[src/rtl/crc8_serial_if.sv]
// Byte-in / CRC-out handshake bundle for the bit-serial CRC-8 engine.
// The source/sink side uses master and the engine uses slave.
interface crc8_serial_if;
    logic       in_valid;
    logic       in_ready;
    logic [7:0] in_data;
    logic       in_last;
    logic       crc_valid;
    logic       crc_ready;
    logic [7:0] crc_out;
    logic       busy;

    modport master (
        output in_valid, in_data, in_last, crc_ready,
        input  in_ready, crc_valid, crc_out, busy
    );

    modport slave (
        input  in_valid, in_data, in_last, crc_ready,
        output in_ready, crc_valid, crc_out, busy
    );
endinterface

[src/rtl/crc8_serial.sv]
// Bit-serial CRC-8: folds each accepted byte MSB-first through the LFSR, one bit per
// clock, and presents the frame CRC on an output handshake after the last byte.
module crc8_serial #(
    parameter logic [7:0] POLY = 8'h07,
    parameter logic [7:0] INIT = 8'h00
) (
    input  logic          clk,
    input  logic          rst_n,
    input  logic          clr,
    crc8_serial_if.slave  bus
);
    typedef enum logic [1:0] {IDLE, SHIFT, OUT} state_t;

    state_t     state;
    logic [7:0] crc;
    logic [7:0] shreg;
    logic [2:0] cnt;
    logic       last;
    logic       in_ready;
    logic       crc_valid;
    logic       busy;
    logic       fb;

    assign fb            = crc[7] ^ shreg[7];
    assign bus.in_ready  = in_ready;
    assign bus.crc_valid = crc_valid;
    assign bus.busy      = busy;
    assign bus.crc_out   = crc;

    always_ff @(posedge clk or negedge rst_n) begin
        if (!rst_n) begin
            state     <= IDLE;
            crc       <= INIT;
            shreg     <= 8'h00;
            cnt       <= 3'd0;
            last      <= 1'b0;
            in_ready  <= 1'b1;
            crc_valid <= 1'b0;
            busy      <= 1'b0;
        end else if (clr) begin
            // Abort wins over any handshake in the same cycle.
            state     <= IDLE;
            crc       <= INIT;
            shreg     <= 8'h00;
            cnt       <= 3'd0;
            last      <= 1'b0;
            in_ready  <= 1'b1;
            crc_valid <= 1'b0;
            busy      <= 1'b0;
        end else begin
            case (state)
                IDLE: begin
                    if (bus.in_valid && in_ready) begin
                        shreg    <= bus.in_data;
                        last     <= bus.in_last;
                        cnt      <= 3'd0;
                        in_ready <= 1'b0;
                        busy     <= 1'b1;
                        state    <= SHIFT;
                    end
                end
                SHIFT: begin
                    crc   <= {crc[6:0], 1'b0} ^ (fb ? POLY : 8'h00);
                    shreg <= {shreg[6:0], 1'b0};
                    cnt   <= cnt + 3'd1;
                    if (cnt == 3'd7) begin
                        if (last) begin
                            crc_valid <= 1'b1;
                            state     <= OUT;
                        end else begin
                            // Mid-frame byte: crc carries over into the next byte.
                            in_ready <= 1'b1;
                            busy     <= 1'b0;
                            state    <= IDLE;
                        end
                    end
                end
                OUT: begin
                    if (bus.crc_ready) begin
                        crc       <= INIT;
                        last      <= 1'b0;
                        crc_valid <= 1'b0;
                        in_ready  <= 1'b1;
                        busy      <= 1'b0;
                        state     <= IDLE;
                    end
                end
                default: begin
                    state     <= IDLE;
                    in_ready  <= 1'b1;
                    crc_valid <= 1'b0;
                    busy      <= 1'b0;
                end
            endcase
        end
    end
endmodule

[src/flat_wrapper.sv]
// flat-port wrapper written by rule: the top's interface ports become plain ports
module crc8_serial_flat 
#(
    parameter logic [7:0] POLY = 8'h07,
    parameter logic [7:0] INIT = 8'h00
)
  (clk, rst_n, clr, bus_in_valid, bus_in_data, bus_in_last, bus_crc_ready, bus_in_ready, bus_crc_valid, bus_crc_out, bus_busy);
  crc8_serial_if bus_i ();
  input  logic clk;
  input  logic rst_n;
  input  logic clr;
  input wire logic [$bits(bus_i.in_valid)-1:0] bus_in_valid;
  input wire logic [$bits(bus_i.in_data)-1:0] bus_in_data;
  input wire logic [$bits(bus_i.in_last)-1:0] bus_in_last;
  input wire logic [$bits(bus_i.crc_ready)-1:0] bus_crc_ready;
  output wire logic [$bits(bus_i.in_ready)-1:0] bus_in_ready;
  output wire logic [$bits(bus_i.crc_valid)-1:0] bus_crc_valid;
  output wire logic [$bits(bus_i.crc_out)-1:0] bus_crc_out;
  output wire logic [$bits(bus_i.busy)-1:0] bus_busy;
  assign bus_i.in_valid = bus_in_valid;
  assign bus_i.in_data = bus_in_data;
  assign bus_i.in_last = bus_in_last;
  assign bus_i.crc_ready = bus_crc_ready;
  assign bus_in_ready = bus_i.in_ready;
  assign bus_crc_valid = bus_i.crc_valid;
  assign bus_crc_out = bus_i.crc_out;
  assign bus_busy = bus_i.busy;
  crc8_serial #(.POLY(POLY), .INIT(INIT)) u_core (.clk(clk), .rst_n(rst_n), .clr(clr), .bus(bus_i));
endmodule
[config.mk]
export PLATFORM = sky130hd
export DESIGN_NAME = crc8_serial_flat
export DESIGN_NICKNAME = d
export VERILOG_FILES = /design/src/rtl/crc8_serial_if.sv /design/src/rtl/crc8_serial.sv /design/src/flat_wrapper.sv
export SDC_FILE = /design/constraint.sdc
export NUM_CORES = 1
export LEC_CHECK = 0
export ABC_AREA = 1
export BUFFER_PORTS_ARGS = -buffer_cell sky130_fd_sc_hd__buf_2
export CAP_MARGIN = 20
export CORE_MARGIN = 1
export CORE_UTILIZATION = 50
export DETAILED_ROUTE_END_ITERATION = 8
export PLACE_DENSITY = 0.79
export SLEW_MARGIN = 5
export SYNTH_ARGS = -nofsm -noshare
export SYNTH_HDL_FRONTEND = slang
export SYNTH_SLANG_ARGS = --single-unit
[constraint.sdc]
create_clock -name clk -period 1.6 [get_ports clk]
set_clock_uncertainty 0.05 [all_clocks]
set_input_delay 0.16 -clock clk [delete_from_list [all_inputs] [get_ports clk]]
set_output_delay 0.16 -clock clk [all_outputs]
set_load 0.02 [all_outputs]
Word level (Yosys, flattened, before mapping)
Index checks and enable logic that the tools add are counted.
{"block": "word_totals", "regBits": 25, "latch_bits": 0, "ram_bits": 0, "rom_bits": 0, "in_bits": 14, "output_inout_bits": 11, "elab_cells": 66, "memories": 0}
{"block": "classes", "n_addsub": 1, "mul": 0, "div_mod_pow": 0, "n_lt_le_gt_ge": 0, "n_eq_ne": 9, "n_shift": 0, "n_mux": 35, "n_bitwise": 2, "n_reduce_logical": 11}
{"operator": "$mux 8", "n": 4}
{"operator": "$pmux 8 s2", "n": 2}
{"operator": "$mux 1", "n": 15}
{"operator": "$mux 2", "n": 5}
{"operator": "$mux 3", "n": 3}
{"operator": "$ne 3x2->1 const B", "n": 3}
{"operator": "$pmux 1 s3", "n": 3}
{"operator": "$reduce_bool 3->1", "n": 3}
{"operator": "$reduce_and 4->1", "n": 2}
{"operator": "$xor 8x8->8", "n": 1}
{"operator": "$ne 3x3->1 const B", "n": 2}
{"operator": "$pmux 2 s3", "n": 1}
{"operator": "$pmux 3 s2", "n": 1}
{"operator": "$reduce_and 3->1", "n": 2}
{"operator": "$reduce_and 2->1", "n": 2}
{"operator": "$add 3x1->3 const B", "n": 1}
{"operator": "$eq 3x3->1 const B", "n": 1}
{"operator": "$eq 2x1->1 const B", "n": 1}
{"operator": "$eq 2x2->1 const B", "n": 1}
{"operator": "$logic_not 2->1", "n": 1}
{"operator": "$ne 2x2->1 const B", "n": 1}
{"operator": "$pmux 1 s2", "n": 1}
{"operator": "$logic_and 1x1->1", "n": 1}
{"operator": "$xor 1x1->1", "n": 1}

Longest topological paths before layout
{"block": "logic_depth", "word_depth": 5, "ltp_mapped": 8, "depth_no_buf": 8}

Least setup slack after synthesis
OpenSTA, ideal clock, no wires.
{"block": "synth_timing", "kind": "reg2reg", "startpoint": "register u_core.cnt[0]", "endpoint": "register u_core.busy (netlist: u_core.bus.busy)", "setup_ns": 0.118, "arrival_ns": 1.071, "t_required_ns": 1.432, "path_slack_ns": 0.361, "stages_incl_launch_ff": 7, "path_buffers": 0, "synth_period_minus_slack_ns": 1.239, "cell_sequence": "dfrtp_1 -> ha_1 -> ha_1 -> nor2_1 -> nor2_2 -> nand3_1 -> nand2_1"}
{"block": "synth_between", "elab_chain_len": 3}
{"element": "start: declaration", "line": "crc8_serial.sv:17", "text": "logic [2:0] cnt;"}
{"element": "start signal: assignment", "line": "crc8_serial.sv:65", "text": "cnt <= cnt + 3'd1;"}
{"element": "$eq 3x3->1", "line": "crc8_serial.sv:66", "text": "if (cnt == 3'd7) begin"}
{"element": "$ne 3x2->1 (no source line)"}
{"element": "$reduce_and 4->1 (no source line)"}
{"element": "end signal: assignment", "line": "crc8_serial.sv:58", "text": "busy <= 1'b1;"}
{"element": "end signal: assignment", "line": "crc8_serial.sv:73", "text": "busy <= 1'b0;"}
{"element": "end signal: assignment", "line": "crc8_serial.sv:84", "text": "busy <= 1'b0;"}
{"element": "end: declaration", "line": "crc8_serial.sv:21", "text": "logic busy;"}
No other way between the ends.
A chain may end at the register's enable or synchronous reset.

Worst setup path after layout
{"block": "layout_timing", "startpoint": "register u_core.state[0]", "endpoint": "register u_core.shreg[3]"}
{"block": "layout_between", "elab_chain_len": 3, "word_cells_on_any_way": 7, "cone_classes": "2 x eq/ne; 2 x mux; 3 x reduce/logical"}
{"element": "start: declaration", "line": "crc8_serial.sv:14", "text": "state_t state;"}
{"element": "start signal: assignment", "line": "crc8_serial.sv:32", "text": "state <= IDLE;"}
{"element": "start signal: assignment", "line": "crc8_serial.sv:42", "text": "state <= IDLE;"}
{"element": "start signal: assignment", "line": "crc8_serial.sv:59", "text": "state <= SHIFT;"}
{"element": "$eq 2x1->1 / $logic_not 2->1 (equally long branches)", "line": "crc8_serial.sv:51", "text": "case (state)"}
{"element": "$pmux 8 s2 (tied with other cells)", "line": "crc8_serial.sv:51"}
{"element": "$mux 8 / $reduce_and 2->1 (equally long branches)"}
{"element": "end signal: assignment", "line": "crc8_serial.sv:54", "text": "shreg <= bus.in_data;"}
{"element": "end signal: assignment", "line": "crc8_serial.sv:64", "text": "shreg <= {shreg[6:0], 1'b0};"}
{"element": "end: declaration", "line": "crc8_serial.sv:16", "text": "logic [7:0] shreg;"}
Several ways; a longest one is shown, not always the timed one.

==> impl_metrics.toml <==
[layout]
antenna_cells = 0
drive_gt1_share_pct = 21.2
final_core_util_pct = 62.2
final_cell_mix = "nand2_1 (79), buf_2 (24), dfrtp_1 (24), nand3_1 (12), inv_1 (9)"
final_cells = 217
nets = 206
final_area_um2 = 1420
area_delta_synth_final_pct = 14.8
layout_commonest_cell = "nand2_1"
fillers = 204

[timing]
finalHoldViolCount = 0
fmax_mhz = 719
tns_ns = 0
rsz0062_at_grt = "false"
layout_setup_ws_ns = 0.210
setup_violations = 0
tightest_slew_ns = 0.528
slew_violations = 0
relSlewSlack_pct = 64.8
hold_ws_ns = 0.0404
period_minus_slack_ns = 1.39
period_share_pct = 86.9

[synthesis]
ys_seq_elements = 25
syn_inst = 162
yosys_warnings = 0
synth_ff_type = "dfrtp_1"
syn-num-nets = 178
ys_seq_area_share_pct = 50.8
syn_area_um2 = 1230
syn_area_per_cell_um2 = 7.62
ys_types = 23
synth-edff-count = 0
async_flop_share_pct = 100

[place]
pre_cts_slack_ns = 0.159
place_inst = 212
placed_area_um2 = 1380
dp_hpwl_mm = 1.78
finalWeightedCongestion = 0.860
port_buffers = 24

[hold_path]
min_path_cells = 3
hold_path_class = "primary input to flip-flop"

[route]
wirelength_mm = 2.33
first_iter_violations = 20
wl_per_cell_um = 10.7
antenna_left = 0
route.detailed.drc = 0
firstDrtPassIters = 5
via_count = 1068
vias_per_cell = 4.92

[power_and_ir_drop]
p_switching_mw = 0.782
p_leak_nw = 0.833
total_power_mw = 1.93
pwr-share-clk_pct = 14.3
p_int_mw = 1.14
combPwrFrac_pct = 37.5
swShare_pct = 40.6
p_per_area_nw_per_um2 = 1360
p_seq_share_pct = 48.2
ir_drop_v = 0.000874

[clocking]
tritoncts = "done"
insertion_delay_ns = 0.31
htree_levels = 1
numCtsBuffers = 3
cts.sinks = 25
cts_buffer_depth = 2
clkTransAtPathRegs_ns = 0.13
cts_root_buffer = "clkbuf_4"

[setup_path]
end_kind = "flip-flop"
critPathArrivalTime_ns = 1.60
r2r_cells = 6
path_common_cell = "nand2_1"
critical_path.cell_chain = "a21oi_1 -> buf_4 -> nand2_1 -> nand2_1 -> nand2_1 -> nand2_1"
crit_path_top_delay_cell = "dfrtp_1"
critPathKind = "flip-flop to flip-flop"
worstPathMaxFanout = 8
required_ns = 1.81
slowest_delay_ns = 0.47
start_kind = "flip-flop"

[floorplan]
fp.dieH_um = 51.7
die_w_um = 51.7
dieArea_um2 = 2670
pin_count = 25
rows = 17
start_util_pct = 54.2
core_um2 = 2280

[status]
status = "complete, no violations"

[global_routing]
grt_start_max_net_pins = 26
grt_pass1_wl_mm = 4.04
antenna_found_initial = 0
grt_pass1_vias = 1020
grt-ovfl-total = 0
grtUsageTotal_pct = 20.4

[job]
drv_cap = 0
==> cells in the mapped netlist, drive strengths merged, types with 2 or more instances <==
master   n  area, um^2
ha       2        25.0
inv     15        56.3
buf      3        21.3
nor2     9        36.3
o21ai    6        33.8
nand3   13        70.1
nand2   81         309
dfrtp   24         601
o22ai    2        12.5
==> state kept, by name, summed over array words and instances, names as in the netlist <==
signal and flops:
u_core.bus.in_ready 1, u_core.shreg 8, u_core.state 2, u_core.bus.crc_valid 1, u_core.bus.busy 1, u_core.bus.crc_out 8, u_core.cnt 3, u_core.last 1
==> routing by layer <==
layer / wire length, um / global-route usage (%) / part of all wire, %
met1: 1120 / 25.6 / 48
met5: 0 / 0 / 0
met2: 1110 / 35.3 / 48
met4: 21 / 6.31 / 0.90
met3: 79 / 3.80 / 3.4
==> worst max-delay path: cells and delay by family (launching register included) <==
| family | cells | cell delay [ns] |
|---|---|---|
| AOI/OAI and AO/OA | 1 | 0.35 |
| DFF | 1 | 0.47 |
| and+or+nand+nor | 4 | 0.24 |
| buffers and inverters | 1 | 0.23 |
==> power groups by stage <==
| stage | logic (mW) | registers [mW] | clock network (mW) |
|---|---|---|---|
| after CTS | 0.722 | 0.929 | 0.283 |
| after global routing | 0.837 | 0.951 | 0.311 |
| after global placement | 0.698 | 0.928 | 0 |
| after floorplan | 0.483 | 0.988 | 0 |
| after detailed placement | 0.719 | 0.940 | 0 |
| final | 0.722 | 0.928 | 0.275 |
==> kinds of logic after synthesis <==
kind of cell               after synthesis  synth area share, %
AOI/OAI and AO/OA                       10                 4.77
xor gates and xnor gates                 2                 1.42
adders and majority gates                2                 2.03
buffers and inverters                   18                 6.29
DFF                                     25                 50.8
and+or+nand+nor                        105                 34.7
==> worst paths after layout <==
path | slack, ns | from | end
worst max-delay path | 0.21 | u_core.state[0]$_DFFE_PN0P_ | u_core.shreg[3]$_DFFE_PN0P_
worst min-delay path | 0.04 | bus_in_data[0] | u_core.shreg[0]$_DFFE_PN0P_
worst max register to register | 0.21 | u_core.state[0]$_DFFE_PN0P_ | u_core.shreg[3]$_DFFE_PN0P_
worst min register to register | 0.43 | u_core.bus.crc_valid$_DFFE_PN0P_ | u_core.bus.crc_valid$_DFFE_PN0P_
max in group asynchronous | 0.84 | rst_n | u_core.bus.in_ready$_DFFE_PN1P_
min in group asynchronous | 0.29 | rst_n | u_core.bus.crc_out[5]$_DFFE_PN0P_
==> final cells by class <==
type | count | area (um^2) | area share [%]
well taps | 28 | 35.0 | 2.47
clock buffers | 4 | 26.3 | 1.86
flip-flops and latches | 25 | 627 | 44.3
inverters | 15 | 56.3 | 3.98
repair buffers | 26 | 138 | 9.72
multi-input cells | 119 | 534 | 37.7
==> repair_timing <==
item                       CTS  global route
buffers inserted             0             0
resized for setup            0             1
hold buffers                 1             0
setup endpoints to repair    0             4
hold endpoints to repair    24             0
Note: power is estimated with default switching activity, not from simulation.
